<file path="config.mk">
export PLATFORM = sky130hd
export DESIGN_NAME = hi_ssp_framer
export DESIGN_NICKNAME = d
export VERILOG_FILES = /design/src/rtl/hi_ssp_pkg.sv /design/src/rtl/hi_ssp_framer_clk_gen.sv /design/src/rtl/hi_ssp_framer.sv
export SDC_FILE = /design/constraint.sdc
export NUM_CORES = 1
export LEC_CHECK = 0
export ABC_AREA = 1
export BUFFER_PORTS_ARGS = -buffer_cell sky130_fd_sc_hd__buf_2
export CAP_MARGIN = 20
export CELL_PAD_IN_SITES_DETAIL_PLACEMENT = 1
export CELL_PAD_IN_SITES_GLOBAL_PLACEMENT = 2
export CORE_MARGIN = 4
export CORE_UTILIZATION = 30
export DETAILED_ROUTE_END_ITERATION = 10
export PLACE_DENSITY_LB_ADDON = 0.3
export REMOVE_ABC_BUFFERS = 1
export SETUP_SLACK_MARGIN = 0.15
export SYNTH_ARGS = -nofsm -noshare
export SYNTH_HDL_FRONTEND = slang
export SYNTH_SLANG_ARGS = --single-unit
</file>
<file path="constraint.sdc">
create_clock -name ck_1356meg -period 1.7 [get_ports ck_1356meg]
set_input_delay 0 -clock ck_1356meg [delete_from_list [all_inputs] [get_ports ck_1356meg]]
set_output_delay 0 -clock ck_1356meg [all_outputs]
set_load 0.01 [all_outputs]
</file>
<file path="src/rtl/hi_ssp_pkg.sv">
// hi_ssp_pkg: constants and types shared by the HF SSP framer, the HF mode
// cores that feed it, and the benches.
//   SSP_WORD_BITS  bits per SSP word
//   SSP_IDLE_BYTE  byte sent when the core has nothing ready at a word boundary
//   ssp_strobe_t   per-cycle timing strobes from ssp_clk_gen; each strobe
//                  describes the ck_1356meg edge at the end of the current cycle
package hi_ssp_pkg;

  localparam int          SSP_WORD_BITS = 8;
  localparam logic [7:0]  SSP_IDLE_BYTE = 8'h00;

  typedef struct packed {
    logic fall;      // ssp_clk falls on the coming edge (div_cnt wraps)
    logic rise;      // ssp_clk rises on the coming edge
    logic last_bit;  // current bit slot is the last of the word
    logic word_end;  // coming edge closes the word and opens the next
  } ssp_strobe_t;

endpackage

</file>
<file path="src/rtl/hi_ssp_framer_clk_gen.sv">
// ssp_clk_gen: divides ck_1356meg into the SSP bit clock and tracks the bit
// slot within a word.
//   ck_1356meg  in   sole clock
//   rst_n       in   synchronous active-low reset
//   ssp_clk     out  registered serial clock, high for the second half of a slot
//   strb        out  fall / rise / last_bit / word_end strobes (combinational)
module ssp_clk_gen
  import hi_ssp_pkg::*;
#(
  parameter int CLK_DIV   = 8,
  parameter int WORD_BITS = SSP_WORD_BITS
) (
  input  logic        ck_1356meg,
  input  logic        rst_n,
  output logic        ssp_clk,
  output ssp_strobe_t strb
);

  localparam int DW = $clog2(CLK_DIV);
  localparam int BW = $clog2(WORD_BITS);

  localparam logic [DW-1:0] DIV_LAST     = DW'(CLK_DIV - 1);
  localparam logic [DW-1:0] DIV_PRE_RISE = DW'(CLK_DIV / 2 - 1);
  localparam logic [BW-1:0] BIT_LAST     = BW'(WORD_BITS - 1);

  logic [DW-1:0] div_cnt;
  logic [BW-1:0] bit_cnt;

  always_comb begin
    strb          = '0;
    strb.fall     = (div_cnt == DIV_LAST);
    strb.rise     = (div_cnt == DIV_PRE_RISE);
    strb.last_bit = (bit_cnt == BIT_LAST);
    strb.word_end = strb.fall && strb.last_bit;
  end

  // Reset parks bit_cnt on the last slot so the first wrap starts word 0 and
  // offers the first load one slot after reset release.
  always_ff @(posedge ck_1356meg) begin
    if (!rst_n) begin
      div_cnt <= '0;
      bit_cnt <= BIT_LAST;
      ssp_clk <= 1'b0;
    end else if (strb.fall) begin
      div_cnt <= '0;
      bit_cnt <= strb.last_bit ? '0 : bit_cnt + 1'b1;
      ssp_clk <= 1'b0;
    end else begin
      div_cnt <= div_cnt + 1'b1;
      if (strb.rise) ssp_clk <= 1'b1;
    end
  end

endmodule

</file>
<file path="src/rtl/hi_ssp_framer.sv">
// hi_ssp_framer: FPGA end of the HF SSP link. Generates ssp_clk/ssp_frame,
// serializes core bytes onto ssp_din (MSB first) and deserializes ssp_dout,
// full duplex, one byte each way per word.
//   ck_1356meg  in   sole clock
//   rst_n       in   synchronous active-low reset
//   tx_data     in   byte from the mode core
//   tx_valid    in   tx_data valid; sampled only while tx_ready is high
//   tx_ready    out  one-cycle load strobe, once per word
//   rx_data     out  last byte received, held until the next word completes
//   rx_valid    out  one-cycle pulse when rx_data updates
//   ssp_clk     out  serial clock to the ARM
//   ssp_frame   out  high during the first bit slot of each word
//   ssp_din     out  serial data to the ARM
//   ssp_dout    in   serial data from the ARM, changes on ssp_clk falls
module hi_ssp_framer
  import hi_ssp_pkg::*;
#(
  parameter int CLK_DIV   = 8,
  parameter int WORD_BITS = SSP_WORD_BITS
) (
  input  logic       ck_1356meg,
  input  logic       rst_n,
  input  logic [7:0] tx_data,
  input  logic       tx_valid,
  output logic       tx_ready,
  output logic [7:0] rx_data,
  output logic       rx_valid,
  output logic       ssp_clk,
  output logic       ssp_frame,
  output logic       ssp_din,
  input  logic       ssp_dout
);

  ssp_strobe_t strb;
  logic [7:0]  tx_shift;
  logic [7:0]  rx_shift;
  logic        started;

  ssp_clk_gen #(
    .CLK_DIV   (CLK_DIV),
    .WORD_BITS (WORD_BITS)
  ) u_clk_gen (
    .ck_1356meg (ck_1356meg),
    .rst_n      (rst_n),
    .ssp_clk    (ssp_clk),
    .strb       (strb)
  );

  assign tx_ready = strb.word_end && rst_n;
  assign ssp_din  = tx_shift[7];

  always_ff @(posedge ck_1356meg) begin
    if (!rst_n) begin
      tx_shift  <= '0;
      rx_shift  <= '0;
      started   <= 1'b0;
      ssp_frame <= 1'b0;
      rx_data   <= '0;
      rx_valid  <= 1'b0;
    end else begin
      rx_valid <= 1'b0;

      if (strb.word_end) begin
        tx_shift  <= tx_valid ? tx_data : SSP_IDLE_BYTE;
        started   <= 1'b1;
        ssp_frame <= 1'b1;
      end else if (strb.fall) begin
        tx_shift  <= {tx_shift[6:0], 1'b0};
        ssp_frame <= 1'b0;
      end

      // The slot before the first load is not a real word, so it never
      // produces rx_valid.
      if (strb.rise) begin
        rx_shift <= {rx_shift[6:0], ssp_dout};
        if (strb.last_bit && started) begin
          rx_data  <= {rx_shift[6:0], ssp_dout};
          rx_valid <= 1'b1;
        end
      end
    end
  end

endmodule
</file>
After elaboration in Yosys (flattened, before gate mapping) --
Cells that the tools add are included.
Storage, ports and cells: register bits after elaboration 33, input bits 12, output and inout port bits 13, logic and storage cells 29
Cells by class: $add $sub $neg 2, equality and inequality tests 3, muxes and demuxes 7, bitwise gates (word level) 1, reduce and logical (&&, ||, !) cells 7
Operators by type and width (number):
- 8-bit two-way mux | 3
- 3-bit by 1-bit adder with 3-bit output, second input constant | 2
- 3-bit == test, second input constant | 2
- 2-bit AND reduction | 2
- 3-bit by 2-bit == test with 1-bit output, second input constant | 1
- 1-bit logical AND | 3
- 1-bit two-way mux | 3
- 3-bit two-way mux | 1
- 2-bit nonzero test | 1
- 2-bit OR reduction | 1
- 1-bit inverter | 1

Logic depth before layout (Yosys ltp) --
depth after elaboration 3, gate-level depth with buffers 8, mapped depth without buffers 7

By module --
From an unflattened synthesis, not the netlist that was laid out.
Second synthesis, totals: cell total of the unflattened synthesis 189, area total of the unflattened synthesis 1378.8 µm²
Modules (own cells, without submodules):
- hi_ssp_framer | times used 1, cells each 153, area each 1061.0 µm²
- ssp_clk_gen | times used 1, cells each 36, area each 317.8 µm²

Worst setup path after synthesis --
OpenSTA, ideal clock, no wires.
path kind register to register, from register u_clk_gen.bit_cnt[0], to register tx_shift[5], arrival time 1195 ps, required time 1583 ps, path slack 388 ps, stages on the path, launching flop included 9, path buffers 1, cells stage by stage dfxtp_1 > ha_1 > ha_1 > nand2_4 > buf_6 > nand2_1 > nand2_1 > nor2_1 > nor2_1
Between the ends: word-level cells in the longest chain between the ends 3, elaborated cells between the ends (all ways) 4, classes of those cells eq/ne (1); mux (1); reduce/logical (2)
Ends and longest elaborated chain:
- from (decl) | line hi_ssp_framer_clk_gen.sv:27 | logic [BW-1:0] bit_cnt;
- from (signal assigned) | line hi_ssp_framer_clk_gen.sv:46 | bit_cnt <= strb.last_bit ? '0 : bit_cnt + 1'b1;
- 3-bit == test * | line hi_ssp_framer_clk_gen.sv:33 | strb.last_bit = (bit_cnt == BIT_LAST);
- 1-bit logical AND * | line hi_ssp_framer_clk_gen.sv:34 | strb.word_end = strb.fall && strb.last_bit;
- 8-bit two-way mux / 2-bit nonzero test (equally long branches)
- to (signal assigned) | line hi_ssp_framer.sv:64 | tx_shift <= tx_valid ? tx_data : SSP_IDLE_BYTE;
- to (signal assigned) | line hi_ssp_framer.sv:68 | tx_shift <= {tx_shift[6:0], 1'b0};
- to (decl) | line hi_ssp_framer.sv:35 | logic [7:0] tx_shift;
Mark *: on every way between the ends. The rest lies on a longest branch, timed or not. A chain may end at the register's enable or synchronous reset.

Final worst setup path --
from register u_clk_gen.div_cnt[0], to register rx_data[2]
Between the ends: word-level cells in the longest chain between the ends 2
Ends and longest elaborated chain:
- from (decl) | line hi_ssp_framer_clk_gen.sv:26 | logic [DW-1:0] div_cnt;
- from (signal assigned) | line hi_ssp_framer_clk_gen.sv:49 | div_cnt <= div_cnt + 1'b1;
- 3-bit by 2-bit == test with 1-bit output | line hi_ssp_framer_clk_gen.sv:32 | strb.rise = (div_cnt == DIV_PRE_RISE);
- 2-bit AND reduction (no source line)
- to (signal assigned) | line hi_ssp_framer.sv:77 | rx_data <= {rx_shift[6:0], ssp_dout};
- to (decl) | line hi_ssp_framer.sv:26 | output logic [7:0] rx_data,
Every way passes these cells.

==> results.cfg <==
[cts]
cts_root_buf = clkbuf_8
htree_levels = 2
clkTransAtPathRegs_ns = 0.06
cts_tree = built
clkLatencyLatePin_ns = 0.28
clock_sinks = 33
cts_setup_buffers = 0
clk_path_buf_depth = 2
numCtsBuffers = 5

[synthesis]
netlist_area_sq_um = 1390
synth_ff_type = dfxtp_1
yosys_register_bits = 33
synthCells = 189
ys_seq_area_share_pct = 47.7
synth_edf_count = 0
synthDominantCellAreaShare_pct = 47.7
async_reset_ff_share_pct = 0
synth_area_leaders = dfxtp_1 (48%), nor2_1 (15%), nand2_1 (12%)
yosysTopAreaCell = dfxtp_1
synthTopCellsByCount = nor2_1 (56), nand2_1 (44), dfxtp_1 (33), inv_1 (15), o21ai_0 (13)
yosysMostFrequentCell = nor2_1
yosysWarnings = 0
avgSynthCellArea_sq_um = 7.33
yosys.cell_types.count = 19

[global_route]
grt_pass1_vias = 1241
grt_usage_pct = 11.6
grt-ovfl-total = 0
grt_pass1_wl_um = 5380
antenna_found_initial = 0
grt_max_degree = 18

[flow_run]
max_cap_violations = 0

[setup_path]
cp_num_buf_inv = 0
crit_fanout = 17
cp_slowest_stage_delay_ns = 0.33
crit_chain = ha_1 > ha_2 > nand3_4 > nor2_1 > nor2_1
ff2ff_path_depth = 5
crit_path_end_kind = flip-flop
startpoint_type = flip-flop
worstPathRequired_ns = 1.87
crit_family = adder cells
critPathSlowestCell = dfxtp_1
path_class = flip-flop to flip-flop
cp.depth = 5
cp_data_arrival_time_ns = 1.61
cpMostUsedCell = nor2_1

[timing]
worst_slack_ns = 0.260
maxSlewViolCount = 0
fmax_mhz = 694
hold_viol_final = 0
setup_viol = 0
whs_ns = 0.0633
post-route-period-util_pct = 84.7
period_needed_ns = 1.44
tightest_slew_ns = 0.284
maxSlewHeadroom_pct = 81.0
setup_tns_ns = 0
finalClockSkew_ns = 0.00386
rsz0062_at_grt = true

[drt]
ant_nets = 0
drt_iter0_drc = 43
dr_total_vias = 1211
drc = 0
via_per_inst = 4.50
wl_um = 3120
first_pass_iters = 4
wl_per_cell_um = 11.6

[floorplan]
core_sq_um = 4410
start_util_pct = 31.4
fp.dieW_um = 75.9
ioPinCount = 25
die_h_um = 75.9
dieArea_sq_um = 5770
rows = 24

[outcome]
status = complete, no violations

[pwr]
intPower_mw = 1.12
p_per_area_nw_per_um2 = 873
power_mw = 1.45
ir_drop_uv = 533
pwr-share-seq_pct = 55.8
power.share.clock_pct = 38.3
power.leakage_nw = 0.806
p_switching_uw = 328
power_frac_comb_pct = 5.9
swShare_pct = 22.7

[placed_design]
place.detailed.hpwl_um = 2210
io_buffers = 24
dpl_cell_area_sq_um = 1530
gp_congestion = 0.702
pre_cts_slack_ns = 0.174

[layout]
fin_nets = 234
drive_above_1_share_pct = 18.0
finalInstanceArea_sq_um = 1660
area_growth_pct = 19.6
diodes = 0

[hold_path]
hold_path.class = input port to flip-flop
hold_depth = 5
## repair_timing
item                       CTS  global route
setup endpoints to repair    1            17
cloned                       0             0
hold endpoints to repair     3             0
hold buffers                 2             0
resized for setup            2             3
pin swaps                    0             0
## metrics by stage
step	util, %	std cells
6_report	37.5	269
5_1_grt	37.5	269
4_1_cts	37.0	269
3_5_place_dp	34.6	259
3_3_place_gp	34.6	259
2_1_floorplan	-	181
## power groups by stage
stage	Combinational, mW	Clock [mW]	Sequential, mW
floorplan	0.0406	0	0.820
global placement	0.0751	0	0.822
detailed placement	0.0811	0	0.823
CTS	0.0850	0.587	0.806
global route	0.0985	0.630	0.808
finish	0.0854	0.554	0.807
## layer usage
metal	track usage, %	part of all wire (%)	up-vias
met5	0	0	-
met4	5.87	2.0	0
met3	3.91	3.5	7
met2	20.4	50	17
met1	12.1	44	554
li1	-	-	633
## worst register-to-register path, cell delays in order (launching register included)
cell     delay (ns)
dfxtp_1        0.33
ha_1           0.25
ha_2           0.33
nand3_4        0.21
nor2_1         0.15
nor2_1         0.06
## sequential cells by signal (all words and copies together), names as in the netlist
name and flops:
u_clk_gen.bit_cnt 3, rx_data 8, tx_shift 8, rx_shift 7, u_clk_gen.ssp_clk 1, u_clk_gen.div_cnt 3
ssp_frame 1, started 1, rx_valid 1
## logic make-up (layout without fill, tap and decap cells)
logic type	Yosys count	after routing	synth area share, %
and+or+nand+nor	108	108	31.7
buffers and inverters	23	51	8.13
adders and majority gates	6	6	5.42
AOI/OAI and AO/OA	19	19	7.05
DFF	33	33	47.7
## path summary, 6_finish.rpt
check	endpoint	startpoint	slack [ns]
max reg2reg	rx_data[2]$_SDFFE_PN0P_	u_clk_gen.div_cnt[0]$_SDFF_PP0_	0.26
min	tx_shift[4]$_SDFFE_PN0P_	tx_data[4]	0.06
max	rx_data[2]$_SDFFE_PN0P_	u_clk_gen.div_cnt[0]$_SDFF_PP0_	0.26
min reg2reg	u_clk_gen.div_cnt[0]$_SDFF_PP0_	u_clk_gen.div_cnt[0]$_SDFF_PP0_	0.43
## cell type report
| type | count | area [sq um] |
|---|---|---|
| clock buffer | 8 | 80.1 |
| fill | 563 | 2760 |
| inverter | 15 | 56.3 |
| multi-input combinational | 133 | 639 |
| sequential | 33 | 661 |
| tap | 52 | 65.1 |
| timing repair buffer | 28 | 155 |
## layout by cell type, fill, tap and decap left out, types with 2 or more instances in the layout
cell type / Yosys / layout
ha_1: 6 / 3
nor2_2: 2 / 2
clkbuf_8: 0 / 5
nand3_1: 2 / 2
dlygate4sd3_1: 0 / 2
inv_1: 15 / 15
dfxtp_1: 33 / 33
ha_4: 0 / 2
nor2_1: 56 / 56
o21ai_0: 13 / 13
buf_2: 3 / 24
a21oi_1: 4 / 4
clkbuf_1: 1 / 3
nand2_1: 44 / 44
buf_4: 0 / 2
Power figures use the tool's default switching activity.
